### config.mk
export PLATFORM = sky130hd
export DESIGN_NAME = mem_arbiter_flat
export DESIGN_NICKNAME = d
export VERILOG_FILES = /design/src/rtl/mem_arbiter_pkg.sv /design/src/rtl/mem_arbiter_if.sv /design/src/rtl/mem_arbiter.sv /design/src/flat_wrapper.sv
export SDC_FILE = /design/constraint.sdc
export NUM_CORES = 1
export LEC_CHECK = 0
export ABC_AREA = 1
export CORE_AREA = 2 2 104 106
export DETAILED_ROUTE_END_ITERATION = 12
export DIE_AREA = 0 0 106 108
export PLACE_DENSITY = 0.67
export SLEW_MARGIN = 30
export SYNTH_ARGS = -nofsm -noshare
export SYNTH_HDL_FRONTEND = slang
export SYNTH_SLANG_ARGS = --single-unit
### constraint.sdc
create_clock -name clk -period 1.55 [get_ports clk]
set_input_delay 0.2325 -clock clk [delete_from_list [all_inputs] [get_ports clk]]
set_output_delay 0.2325 -clock clk [all_outputs]
set_load 0.02 [all_outputs]
### src/rtl/mem_arbiter_pkg.sv
// Shared types for the fetch/data memory-port arbiter.
// State and owner encodings plus default timing constants.
package mem_arbiter_pkg;

  typedef enum logic {
    IDLE    = 1'b0,
    RD_WAIT = 1'b1
  } state_t;

  typedef enum logic {
    OWN_IF = 1'b0,
    OWN_D  = 1'b1
  } owner_t;

  localparam int MEM_LAT_DEF    = 1;
  localparam int STARVE_MAX_DEF = 4;

  localparam int LAT_W    = 3;
  localparam int STARVE_W = 4;

  function automatic logic [LAT_W-1:0] lat_load(input int lat);
    return LAT_W'(lat - 1);
  endfunction

endpackage

### src/rtl/mem_arbiter_if.sv
// Bundle of fetch, data and memory-side signals around the arbiter.
// slave is the arbiter view; master is the requester/memory view.
interface mem_arbiter_if;

  logic        if_req;
  logic [31:0] if_addr;
  logic        if_gnt;
  logic        if_rvalid;
  logic [31:0] if_rdata;

  logic        d_req;
  logic        d_we;
  logic [31:0] d_addr;
  logic [31:0] d_wdata;
  logic        d_gnt;
  logic        d_rvalid;
  logic [31:0] d_rdata;

  logic        m_en;
  logic        m_we;
  logic [31:0] m_addr;
  logic [31:0] m_wdata;
  logic [31:0] m_rdata;

  logic        stall_if;

  modport slave (
    input  if_req, if_addr,
    input  d_req, d_we, d_addr, d_wdata,
    input  m_rdata,
    output if_gnt, if_rvalid, if_rdata,
    output d_gnt, d_rvalid, d_rdata,
    output m_en, m_we, m_addr, m_wdata,
    output stall_if
  );

  modport master (
    output if_req, if_addr,
    output d_req, d_we, d_addr, d_wdata,
    output m_rdata,
    input  if_gnt, if_rvalid, if_rdata,
    input  d_gnt, d_rvalid, d_rdata,
    input  m_en, m_we, m_addr, m_wdata,
    input  stall_if
  );

endinterface

### src/rtl/mem_arbiter.sv
// Single-port memory arbiter between instruction fetch and MEM stage.
// Data wins by default; a starved fetch is promoted after STARVE_MAX.
module mem_arbiter
  import mem_arbiter_pkg::*;
#(
  parameter int MEM_LAT    = MEM_LAT_DEF,
  parameter int STARVE_MAX = STARVE_MAX_DEF
) (
  input  logic         clk,
  input  logic         rst_n,
  mem_arbiter_if.slave bus
);

  localparam logic [LAT_W-1:0]    LAT_INIT = lat_load(MEM_LAT);
  localparam logic [STARVE_W-1:0] STV_LIM  = STARVE_W'(STARVE_MAX);

  state_t              state_q;
  state_t              state_d;
  owner_t              owner_q;
  owner_t              owner_d;
  logic [LAT_W-1:0]    lat_q;
  logic [LAT_W-1:0]    lat_d;
  logic [STARVE_W-1:0] starve_q;
  logic [STARVE_W-1:0] starve_d;

  logic starved;
  logic pick_if;
  logic pick_d;
  logic rv_if;
  logic rv_d;
  logic gnt_if;
  logic gnt_d;

  always_ff @(posedge clk) begin
    if (!rst_n) begin
      state_q  <= IDLE;
      owner_q  <= OWN_IF;
      lat_q    <= '0;
      starve_q <= '0;
    end else begin
      state_q  <= state_d;
      owner_q  <= owner_d;
      lat_q    <= lat_d;
      starve_q <= starve_d;
    end
  end

  always_comb begin
    state_d = state_q;
    owner_d = owner_q;
    lat_d   = lat_q;
    pick_if = 1'b0;
    pick_d  = 1'b0;
    rv_if   = 1'b0;
    rv_d    = 1'b0;
    starved = (starve_q == STV_LIM);
    unique case (state_q)
      IDLE: begin
        pick_if = bus.if_req &&
                  (!bus.d_req || starved);
        pick_d  = bus.d_req && !pick_if;
        if (pick_if) begin
          state_d = RD_WAIT;
          owner_d = OWN_IF;
          lat_d   = LAT_INIT;
        end else if (pick_d && !bus.d_we) begin
          state_d = RD_WAIT;
          owner_d = OWN_D;
          lat_d   = LAT_INIT;
        end
      end
      RD_WAIT: begin
        // no grants here, even in the rvalid cycle
        if (lat_q == '0) begin
          rv_if   = (owner_q == OWN_IF);
          rv_d    = (owner_q == OWN_D);
          state_d = IDLE;
        end else begin
          lat_d = lat_q - 1'b1;
        end
      end
      default: state_d = IDLE;
    endcase
  end

  always_comb begin
    starve_d = starve_q;
    if (!bus.if_req || pick_if) begin
      starve_d = '0;
    end else if (starve_q != STV_LIM) begin
      starve_d = starve_q + 1'b1;
    end
  end

  // outputs are forced quiet while reset is asserted
  assign gnt_if = rst_n && pick_if;
  assign gnt_d  = rst_n && pick_d;

  assign bus.if_gnt    = gnt_if;
  assign bus.d_gnt     = gnt_d;
  assign bus.if_rvalid = rst_n && rv_if;
  assign bus.d_rvalid  = rst_n && rv_d;
  assign bus.if_rdata  = (rst_n && rv_if) ?
                         bus.m_rdata : '0;
  assign bus.d_rdata   = (rst_n && rv_d) ?
                         bus.m_rdata : '0;
  assign bus.stall_if  = rst_n && bus.if_req &&
                         !pick_if;

  always_comb begin
    bus.m_en    = 1'b0;
    bus.m_we    = 1'b0;
    bus.m_addr  = '0;
    bus.m_wdata = '0;
    unique case (1'b1)
      gnt_d: begin
        bus.m_en    = 1'b1;
        bus.m_we    = bus.d_we;
        bus.m_addr  = bus.d_addr;
        bus.m_wdata = bus.d_wdata;
      end
      gnt_if: begin
        bus.m_en   = 1'b1;
        bus.m_addr = bus.if_addr;
      end
      default: ;
    endcase
  end

endmodule

### src/flat_wrapper.sv
// flat-port wrapper written by rule: the top's interface ports become plain ports
module mem_arbiter_flat import mem_arbiter_pkg::*;
#(
  parameter int MEM_LAT    = MEM_LAT_DEF,
  parameter int STARVE_MAX = STARVE_MAX_DEF
)
  (clk, rst_n, bus_if_req, bus_if_addr, bus_d_req, bus_d_we, bus_d_addr, bus_d_wdata, bus_m_rdata, bus_if_gnt, bus_if_rvalid, bus_if_rdata, bus_d_gnt, bus_d_rvalid, bus_d_rdata, bus_m_en, bus_m_we, bus_m_addr, bus_m_wdata, bus_stall_if);
  mem_arbiter_if bus_i ();
  input  logic clk;
  input  logic rst_n;
  input wire logic [$bits(bus_i.if_req)-1:0] bus_if_req;
  input wire logic [$bits(bus_i.if_addr)-1:0] bus_if_addr;
  input wire logic [$bits(bus_i.d_req)-1:0] bus_d_req;
  input wire logic [$bits(bus_i.d_we)-1:0] bus_d_we;
  input wire logic [$bits(bus_i.d_addr)-1:0] bus_d_addr;
  input wire logic [$bits(bus_i.d_wdata)-1:0] bus_d_wdata;
  input wire logic [$bits(bus_i.m_rdata)-1:0] bus_m_rdata;
  output wire logic [$bits(bus_i.if_gnt)-1:0] bus_if_gnt;
  output wire logic [$bits(bus_i.if_rvalid)-1:0] bus_if_rvalid;
  output wire logic [$bits(bus_i.if_rdata)-1:0] bus_if_rdata;
  output wire logic [$bits(bus_i.d_gnt)-1:0] bus_d_gnt;
  output wire logic [$bits(bus_i.d_rvalid)-1:0] bus_d_rvalid;
  output wire logic [$bits(bus_i.d_rdata)-1:0] bus_d_rdata;
  output wire logic [$bits(bus_i.m_en)-1:0] bus_m_en;
  output wire logic [$bits(bus_i.m_we)-1:0] bus_m_we;
  output wire logic [$bits(bus_i.m_addr)-1:0] bus_m_addr;
  output wire logic [$bits(bus_i.m_wdata)-1:0] bus_m_wdata;
  output wire logic [$bits(bus_i.stall_if)-1:0] bus_stall_if;
  assign bus_i.if_req = bus_if_req;
  assign bus_i.if_addr = bus_if_addr;
  assign bus_i.d_req = bus_d_req;
  assign bus_i.d_we = bus_d_we;
  assign bus_i.d_addr = bus_d_addr;
  assign bus_i.d_wdata = bus_d_wdata;
  assign bus_i.m_rdata = bus_m_rdata;
  assign bus_if_gnt = bus_i.if_gnt;
  assign bus_if_rvalid = bus_i.if_rvalid;
  assign bus_if_rdata = bus_i.if_rdata;
  assign bus_d_gnt = bus_i.d_gnt;
  assign bus_d_rvalid = bus_i.d_rvalid;
  assign bus_d_rdata = bus_i.d_rdata;
  assign bus_m_en = bus_i.m_en;
  assign bus_m_we = bus_i.m_we;
  assign bus_m_addr = bus_i.m_addr;
  assign bus_m_wdata = bus_i.m_wdata;
  assign bus_stall_if = bus_i.stall_if;
  mem_arbiter #(.MEM_LAT(MEM_LAT), .STARVE_MAX(STARVE_MAX)) u_core (.clk(clk), .rst_n(rst_n), .bus(bus_i));
endmodule
Word-level counts from Yosys, hierarchy flattened:

Cells that the tools add are included.

* register bits: 9
* latch bits: 0
* memory bits (writable): 0
* memory bits (read-only): 0
* input bits: 133
* output and inout port bits: 135
* logic and storage cells: 57
* memories kept: 0

* add/subtract/negate cells: 2
* multipliers: 0
* div/mod/pow operators: 0
* order comparisons: 0
* equality and inequality tests: 4
* shift-type cells: 0
* mux-type cells: 22
* bitwise logic cells: 3
* reduce and logical (&&, ||, !) cells: 22

Operators by type and width (number)
* 32-bit two-way mux: 3
* 32-bit one-hot mux with 2 select lines: 1
* 1-bit two-way mux: 13
* 1-bit logical AND: 9
* 3-bit two-way mux: 3
* 3-bit one-hot mux with 2 select lines: 1
* 1-bit logical NOT: 5
* 4-bit by 1-bit adder with 4-bit output (second input constant): 1
* 4-bit by 3-bit equality test with 1-bit output (second input constant): 1
* 4-bit by 3-bit != test with 1-bit output (second input constant): 1
* 2-bit AND reduction: 2
* 2-bit OR reduction: 2
* 3-bit logical NOT: 1
* 3-bit by 1-bit != test with 1-bit output (second input constant): 1
* 1-bit inverter: 3
* 3-bit by 1-bit subtractor with 3-bit output (second input constant): 1
* 1-bit logical OR: 2
* 2-bit != test (second input constant): 1
* 1-bit one-hot mux with 2 select lines: 1
* 2-bit nonzero test: 1

Longest topological paths before layout:

Gate-level depths: netlist of the first run.

* word-level depth: 9
* depth in mapped cells: 10

Least setup slack after synthesis of the first run:

OpenSTA, ideal clock, no wires.

* path kind: reg-to-output
* start: register u_core.lat_q[0]
* end: output port bus_if_rdata[10]
* arrival: 1.725 ns
* data required time: 1.317 ns
* path slack: -0.407 ns
* cell stages (with the launch flop): 9
* path buffers: 1
* path through: dfxtp_1 inv_1 ha_1 ha_1 nand3_1 nor2_1 inv_1 clkbuf_1 nor2_1

* longest elaborated chain between the ends: 5

RTL lines
* start, declared: line mem_arbiter.sv:21 `logic [LAT_W-1:0] lat_q;`
* start signal, assigned: line mem_arbiter.sv:43 `lat_q <= lat_d;`
* 3-bit logical NOT: line mem_arbiter.sv:74 `if (lat_q == '0) begin`
* 1-bit two-way mux: line mem_arbiter.sv:74
* 1-bit two-way mux: line mem_arbiter.sv:57 `unique case (state_q)`
* 1-bit logical AND
* net bus_if_rvalid: line flat_wrapper.sv:19 `output wire logic [$bits(bus_i.if_rvalid)-1:0] bus_if_rvalid;`
* 32-bit two-way mux: line mem_arbiter.sv:103 `assign bus.if_rdata = (rst_n && rv_if) ?`
* end, declared: line flat_wrapper.sv:20 `output wire logic [$bits(bus_i.if_rdata)-1:0] bus_if_rdata;`

The timed path passes the listed nets, and every way through them passes these cells.

Final worst setup path of the first run:

* start: register u_core.lat_q[0]
* end: output port bus_d_rdata[21]

* longest elaborated chain between the ends: 5

RTL lines
* 3-bit logical NOT: line mem_arbiter.sv:74
* 1-bit two-way mux: line mem_arbiter.sv:74
* 1-bit two-way mux: line mem_arbiter.sv:57
* 1-bit logical AND: line mem_arbiter.sv:105 `assign bus.d_rdata = (rst_n && rv_d) ?`
* 32-bit two-way mux: line mem_arbiter.sv:105
* end, declared: line flat_wrapper.sv:23 `output wire logic [$bits(bus_i.d_rdata)-1:0] bus_d_rdata;`

No other way between the ends.

==> impl_results.md, run 1 <==
* Yosys warns at 0
* Post-Synth Simple-Gate Area at between 50% and 60%
* Netlist cell types at 23
* WP data required at 1.32 ns
* Mapped Area at between 1500 and 2000 µm²
* Total number of vias at between 3000 and 4000
* Starting DRT DRC Count at just under 90
* Peak supply drop at about 0.00016 V
* Count of non-filler cells in the finished layout at 786
* Vert. Die Dim at 108 µm
* Hold WS at ~0.42 ns
* Antenna viol nets, final at 0
* Die Area at 11400 µm²
* TritonCTS clock tree: built
* Syn Area/Cell at 4.70 µm²
* Min cycle time layout at between 1.5 and 2 ns
* Cts bufs inserted at 3
* GRT Resource Usage Total at around 16%
* Core area at ~10000 µm²
* GRT overflow at 0
* Syn Nets at about 480
* Final #Nets at 788
* # DRC at 0
* Final Util at between 50% and 60%
* Final period utilization at 125%
* Final Setup Violations at ~140
* # H-tree levels at 1
* Post-synthesis adder-cell area fraction at slightly above 3%
* Clock Skew at about 0.0044 ns
* Startpoint Class: flip-flop
* Row count at 37
* Final Worst Setup Slack at -0.380 ns
* Dpl hpwl at 7770 µm
* Largest family of logic cells by synthesized area: simple AND/OR/NAND/NOR gates
* Post-Synthesis Cells at 342
* PwrDens at 314 nW/µm²
* Die width at 106 µm
* Cts hold-fix bufs at 0
* Gpl congestion at 0.829
* Outcome: complete, but fails checks
* Placed instance count at ~760
* Clk root buf: clkbuf_8
* Vias in the first global route at approximately 3300
* RSZ-0062 raised after global routing: true
* Setup_tns at -38.33 ns
* Drt wl/cell at 12.8 µm
* HP Class: reg -> reg
* FF+latch count, synth at 9
* Leak Pwr at 2.81 nW
* Initial antenna violation count at 0
* Max Fclk at slightly above 500 MHz
* Total Wirelength at between 10000 and 15000 µm
* Initial core utilization at about 16%
* Pin count of the biggest net entering global routing at 34
* First-pass GRT wire length at approximately 15000 µm
* IO buf count at 267
* Failing checks: negative setup slack
* Max_cap viols at 0
* CTS max path bufs at 2
* CP Class: reg -> out
* Max-slew violation count at 0
* Clock transition at path regs at 0.04 ns
* WP data arrival at around 1.7 ns
* Synth Area in Compound Gates at under 10%
* Crit. End Element: output port
* Rel. slew slack at 76.3%
* Count of final hold-check violations at 0
* Sequential-to-total area share from yosys stat at between 10 and 15%
* Synth Area in XOR/XNOR at less than 1%
* # IOs at ~270
* Least-Margin Pin Slew at roughly 0.35 ns
* Vias/cell at around 4
* Layout cells sized above 1 at 53.5%
* Pwr Total at about 1.8 mW
* Worst skew pair latency at 0.24 ns
* Max FO, Critical Path at 8
* Clock Sinks at 9
* Antenna fix cells at 0
* Post-synthesis mux area share at 0%
* Drt first pass iters at 4
* Area Overhead vs Synth at 260%
-- stage by stage --
stage	area, µm²	worst slack (ns)
after global placement	5130	-0.801
final	5790	-0.380
after CTS	5360	-0.410
after global routing	5790	-0.460
after detailed placement	5130	-0.804
after floorplan	2170	-0.0423
-- cell usage after synthesis (all sizes together) --
cell type / n / area (µm²)
nand2: 105 / 399
nor2: 101 / 395
inv: 82 / 310
buf: 9 / 82.6
dfxtp: 9 / 180
a21oi: 8 / 40.0
nand3: 8 / 57.6
clkbuf: 6 / 22.5
ha: 4 / 50.1
nand4: 3 / 18.8
or2: 3 / 21.3
nor3: 2 / 15.0
o211ai: 1 / 7.51
xnor2: 1 / 8.76
-- critical path, cell delays in order (launching register included) --
cell       delay, ns
dfxtp_2         0.32
inv_2           0.07
ha_4            0.14
ha_4            0.15
nand4_1         0.19
buf_6           0.20
clkbuf_16       0.18
nor2_4          0.10
buf_6           0.12
-- worst paths after layout --
check	endpoint	slack, ns	startpoint	cells past startpoint
max	bus_d_rdata[21]	-0.38	u_core.lat_q[0]$_SDFFE_PN0P_	8
min	u_core.lat_q[0]$_SDFFE_PN0P_	0.42	u_core.lat_q[0]$_SDFFE_PN0P_	1
max reg2reg	u_core.starve_q[2]$_SDFFE_PP0N_	0.05	u_core.starve_q[0]$_SDFFE_PP0N_	10
min reg2reg	u_core.lat_q[0]$_SDFFE_PN0P_	0.42	u_core.lat_q[0]$_SDFFE_PN0P_	1
-- placed cells by master (no fill, tap or decap), types with 2 or more instances in the layout --
cell type / n
a21oi_1: 6
a21oi_2: 2
buf_12: 7
buf_16: 6
buf_2: 8
buf_4: 55
buf_6: 100
clkbuf_16: 2
clkbuf_2: 2
clkbuf_8: 3
clkdlybuf4s15_2: 6
clkdlybuf4s50_1: 130
dfxtp_1: 5
dfxtp_2: 4
dlygate4sd2_1: 2
ha_4: 3
inv_1: 72
inv_2: 8
inv_6: 2
nand2_1: 61
nand2_2: 35
nand2_4: 8
nand3_1: 5
nand3_4: 3
nand4_1: 3
nor2_1: 13
nor2_2: 34
nor2_4: 53
or2_4: 3
-- power by group --
part,internal [mW],switching [mW],total (mW)
logic,0.712,0.581,1.29
clock network,0.180,0.0985,0.278
registers,0.239,0.00581,0.245
-- logic make-up (layout without fill, tap and decap cells) --
family	after synthesis	after routing
AND/OR/NAND/NOR	222	222
adder cells (fa/ha/maj)	4	4
buffers and inverters	97	405
XOR/XNOR	1	1
AO/OA/AOI/OAI	9	9
flip-flops	9	9
-- per-layer routing --
| metal | vias up | routed length (µm) | global-route usage, % |
|---|---|---|---|
| met5 | - | 0 | 0 |
| met4 | 0 | 109 | 3.85 |
| met3 | 8 | 884 | 3.68 |
| met2 | 158 | 5810 | 32.7 |
| met1 | 1393 | 3290 | 15.1 |
| li1 | 1590 | - | - |
-- area by class of cell --
cell class	instances	area, µm²
Tap cell	136	170
Timing Repair inverter	1	8.76
Multi-Input combinational cell	236	1730
Fill cell	926	4440
Clock buffer	4	45.0
Sequential cell	9	185
Timing Repair Buffer	318	3330
Inverter	82	325
-- timing repair --
item                                    CTS  global route
pin swaps                                 3             3
gates resized for setup                 612           221
endpoints found under the setup margin  135           139
buffers inserted                          6             8
gates cloned                              6             4
-- registers in the layout, indices dropped and copies added, names as in the netlist --
name	cells
u_core.state_q	1
u_core.owner_q	1
u_core.starve_q	4
u_core.lat_q	3
No activity file was read; power rests on OpenSTA's default activity.
==> run 2, diff against run 1 <==
- PLACE_DENSITY: 0.67 -> 0.75
==> run 2 against run 1 <==
The flow still finishes with violations (negative setup slack). Clock power is essentially flat. Fmax shrank 1.1%. First-iteration DRC count grew 25%. Register-to-register slack lost 0.02 ns. Utilization grew 2.6 points. Critical path depth grew 3. Sequential power is essentially flat. Cell count grew 0.76%. Clock skew shrank 0.0035 ns. Wire length grew 8.5%. Critical endpoint is now bus_m_addr[17]. Largest cell class unchanged.
==> impl_results.md, run 2 (synthesis results as in run 1) <==
* NetSw at 0.717 mW (was 0.686 mW)
* Max Fclk at 512 MHz (was 518 MHz)
* Register area at 185 µm² (unchanged)
* Gate power share at 72.1% (was 71.2%)
* Peak supply drop at 0.000185 V (was 0.000158 V)
* Outcome: complete, but fails checks (unchanged)
* Total number of vias at 3260 (was 3149)
* Vias in the first global route at 3212 (was 3250)
* GRT Resource Usage Total at 16.2% (was 15.6%)
* Failing checks: negative setup slack (unchanged)
* Power Internal at 1.16 mW (was 1.13 mW)
* Rel. slew slack at 86.3% (was 76.3%)
* Clock transition at path regs at 0.05 ns (was 0.04 ns)
* Least-Margin Pin Slew at 0.205 ns (was 0.353 ns)
* Final Setup Violations at 135 (unchanged)
* Area Overhead vs Synth at 276% (was 260%)
* Max FO, Critical Path at 8 (unchanged)
* Clk root buf: clkbuf_8 (unchanged)
* Leak Pwr at 2.98 nW (was 2.81 nW)
* Cts bufs inserted at 3 (unchanged)
* Antenna fix cells at 0 (unchanged)
* Critical path's top delay family: simple AND/OR/NAND/NOR gates (was buffers and inverters)
* PwrDens at 311 nW/µm² (was 314 nW/µm²)
* Switching part of the total at 38.1% (was 37.8%)
* # DRC at 0 (unchanged)
* Cell mode on critical path: nand3_4
* Biggest regs: u_core.starve_q (4), u_core.lat_q (3) (unchanged)
* Crit. End Element: output port (unchanged)
* Finished Cell Area at 6060 µm² (was 5790 µm²)
* Clock Sinks at 9 (unchanged)
* Die width at 106 µm (unchanged)
* Max_cap viols at 0 (unchanged)
* Core area at 10200 µm² (unchanged)
* Pin count of the biggest net entering global routing at 34 (unchanged)
* Cts hold-fix bufs at 0 (unchanged)
* IO buf count at 267 (unchanged)
* Largest register by flop count: u_core.starve_q (unchanged)
* Vert. Die Dim at 108 µm (unchanged)
* Setup_tns at -42.86 ns (was -38.33 ns)
* Clock Skew at 0.000831 ns (was 0.00435 ns)
* Clock share of power at 14.8% (was 15.3%)
* Layout cells sized above 1 at 56.4% (was 53.5%)
* Min cycle time layout at 1.95 ns (was 1.93 ns)
* Drt first pass iters at 6 (was 4)
* Final Worst Setup Slack at -0.401 ns (was -0.380 ns)
* Most frequent cells in the layout: 132 x clkdlybuf4s50_1, 110 x buf_6, 72 x inv_1 (was 130 x clkdlybuf4s50_1, 100 x buf_6, 72 x inv_1)
* FILL cells at 844 (was 926)
* Reg power frac at 13.1% (was 13.5%)
* Drt wl/cell at 13.8 µm (was 12.8 µm)
* Final period utilization at 126% (was 125%)
* First-pass GRT wire length at 15000 µm (was 14700 µm)
* RSZ-0062 raised after global routing: true (unchanged)
* WP data arrival at 1.72 ns (was 1.70 ns)
* Vias/cell at 4.12 (was 4.01)
* HP Class: reg -> reg (unchanged)
* Initial antenna violation count at 0 (unchanged)
* Commonest non-fill, non-tap cell in the layout: clkdlybuf4s50_1 (unchanged)
* Worst path slowest cell: dfxtp_2 (unchanged)
* Dpl hpwl at 8010 µm (was 7770 µm)
* Total Wirelength at 11000 µm (was 10100 µm)
* Pwr Total at 1.88 mW (was 1.82 mW)
* Final Util at 59.2% (was 56.6%)
* Row count at 37 (unchanged)
* CP Class: reg -> out (unchanged)
* Starting DRT DRC Count at 110 (was 88)
* Setup WS pre-CTS at -0.804 ns (about the same)
* Final #Nets at 794 (was 788)
* GRT overflow at 0 (unchanged)
* Crit path largest cell delay at 0.32 ns (about the same)
* Die Area at 11400 µm² (unchanged)
* # IOs at 268 (unchanged)
* Worst skew pair latency at 0.24 ns (about the same)
* Count of final hold-check violations at 0 (unchanged)
* Max-slew violation count at 0 (unchanged)
* Initial core utilization at 15.7% (unchanged)
* Area of the multi-input gates at 1840 µm² (was 1730 µm²)
* Antenna viol nets, final at 0 (unchanged)
* TritonCTS clock tree: built (unchanged)
* Critical path, cell by cell: inv_2, ha_4, nand3_4, nand2_4, nand3_4, nor2_8, buf_12, clkbuf_16, nand2_1, nand2_2, buf_6 (was inv_2, ha_4, ha_4, nand4_1, buf_6, clkbuf_16, nor2_4, buf_6)
* Max reg flops at 4 (unchanged)
* CTS max path bufs at 2 (unchanged)
* WP data required at 1.32 ns (about the same)
* CP bufs+invs at 4 (unchanged)
* # H-tree levels at 1 (unchanged)
* DP Area at 5180 µm² (was 5130 µm²)
* Startpoint Class: flip-flop (unchanged)
* Gpl congestion at 0.767 (was 0.829)
[run 2: cell count changes in the layout (fill, tap and decap cells not counted), moves of 6 or more]
cell / change
nand2_4: +15
buf_6: +10
nor2_1: -9
nor2_2: +8
buf_12: +7
buf_2: -7
nand2_1: -7
nand2_2: -7
clkdlybuf4s15_2: -6
[run 2: stage by stage]
stage	instances	hold WS, ns
2_1_floorplan	342	0.348
3_3_place_gp	762	0.412
3_5_place_dp	762	0.431
4_1_cts	784	0.437
5_1_grt	792	0.451
6_report	792	0.434
[run 2: final timing paths]
| check | startpoint | to | cells past startpoint | slack [ns] |
|---|---|---|---|---|
| worst min-delay path | u_core.lat_q[0]$_SDFFE_PN0P_ | u_core.lat_q[0]$_SDFFE_PN0P_ | 1 | 0.43 |
| worst min register to register | u_core.lat_q[0]$_SDFFE_PN0P_ | u_core.lat_q[0]$_SDFFE_PN0P_ | 1 | 0.43 |
| worst max-delay path | u_core.starve_q[0]$_SDFFE_PP0N_ | bus_m_addr[17] | 11 | -0.40 |
| worst max register to register | u_core.lat_q[1]$_SDFFE_PN0P_ | u_core.lat_q[2]$_SDFFE_PN0P_ | 7 | 0.03 |
[run 2: layout make-up]
type	count	share of cell area [%]
timing repair buffer	324	57.5
tap	136	2.81
inverter	82	5.29
clock buffer	4	0.744
timing repair inverter	1	0.269
multi-input combinational	236	30.4
sequential	9	3.06
[run 2: power groups by stage]
stage	clock network (mW)	logic (mW)	registers, mW
finish	0.279	1.36	0.246
global route	0.286	1.44	0.247
CTS	0.279	1.29	0.246
detailed placement	0	1.15	0.250
global placement	0	1.14	0.249
floorplan	0	0.484	0.250
[run 2: worst register-to-register path, delay by kind of cell, from the launching register on]
family	cells	cell delay, ns
buffers and inverters	2	0.18
DFF	1	0.34
and+or+nand+nor	2	0.49
AOI/OAI and AO/OA	1	0.12
adders and majority gates	2	0.31
[run 2: per-layer routing]
layer	vias up	global-route usage, %	wire length [µm]
li1	1597	-	-
met1	1460	15.5	3610
met2	184	34.4	6260
met3	19	3.01	835
met4	0	4.61	257
met5	-	0	0
[run 2: timing repair]
action,4_1_cts,5_1_grt
pin swaps,7,6
setup endpoints to repair,135,137
gates cloned,5,4
resized for setup,768,123
setup buffers,13,5
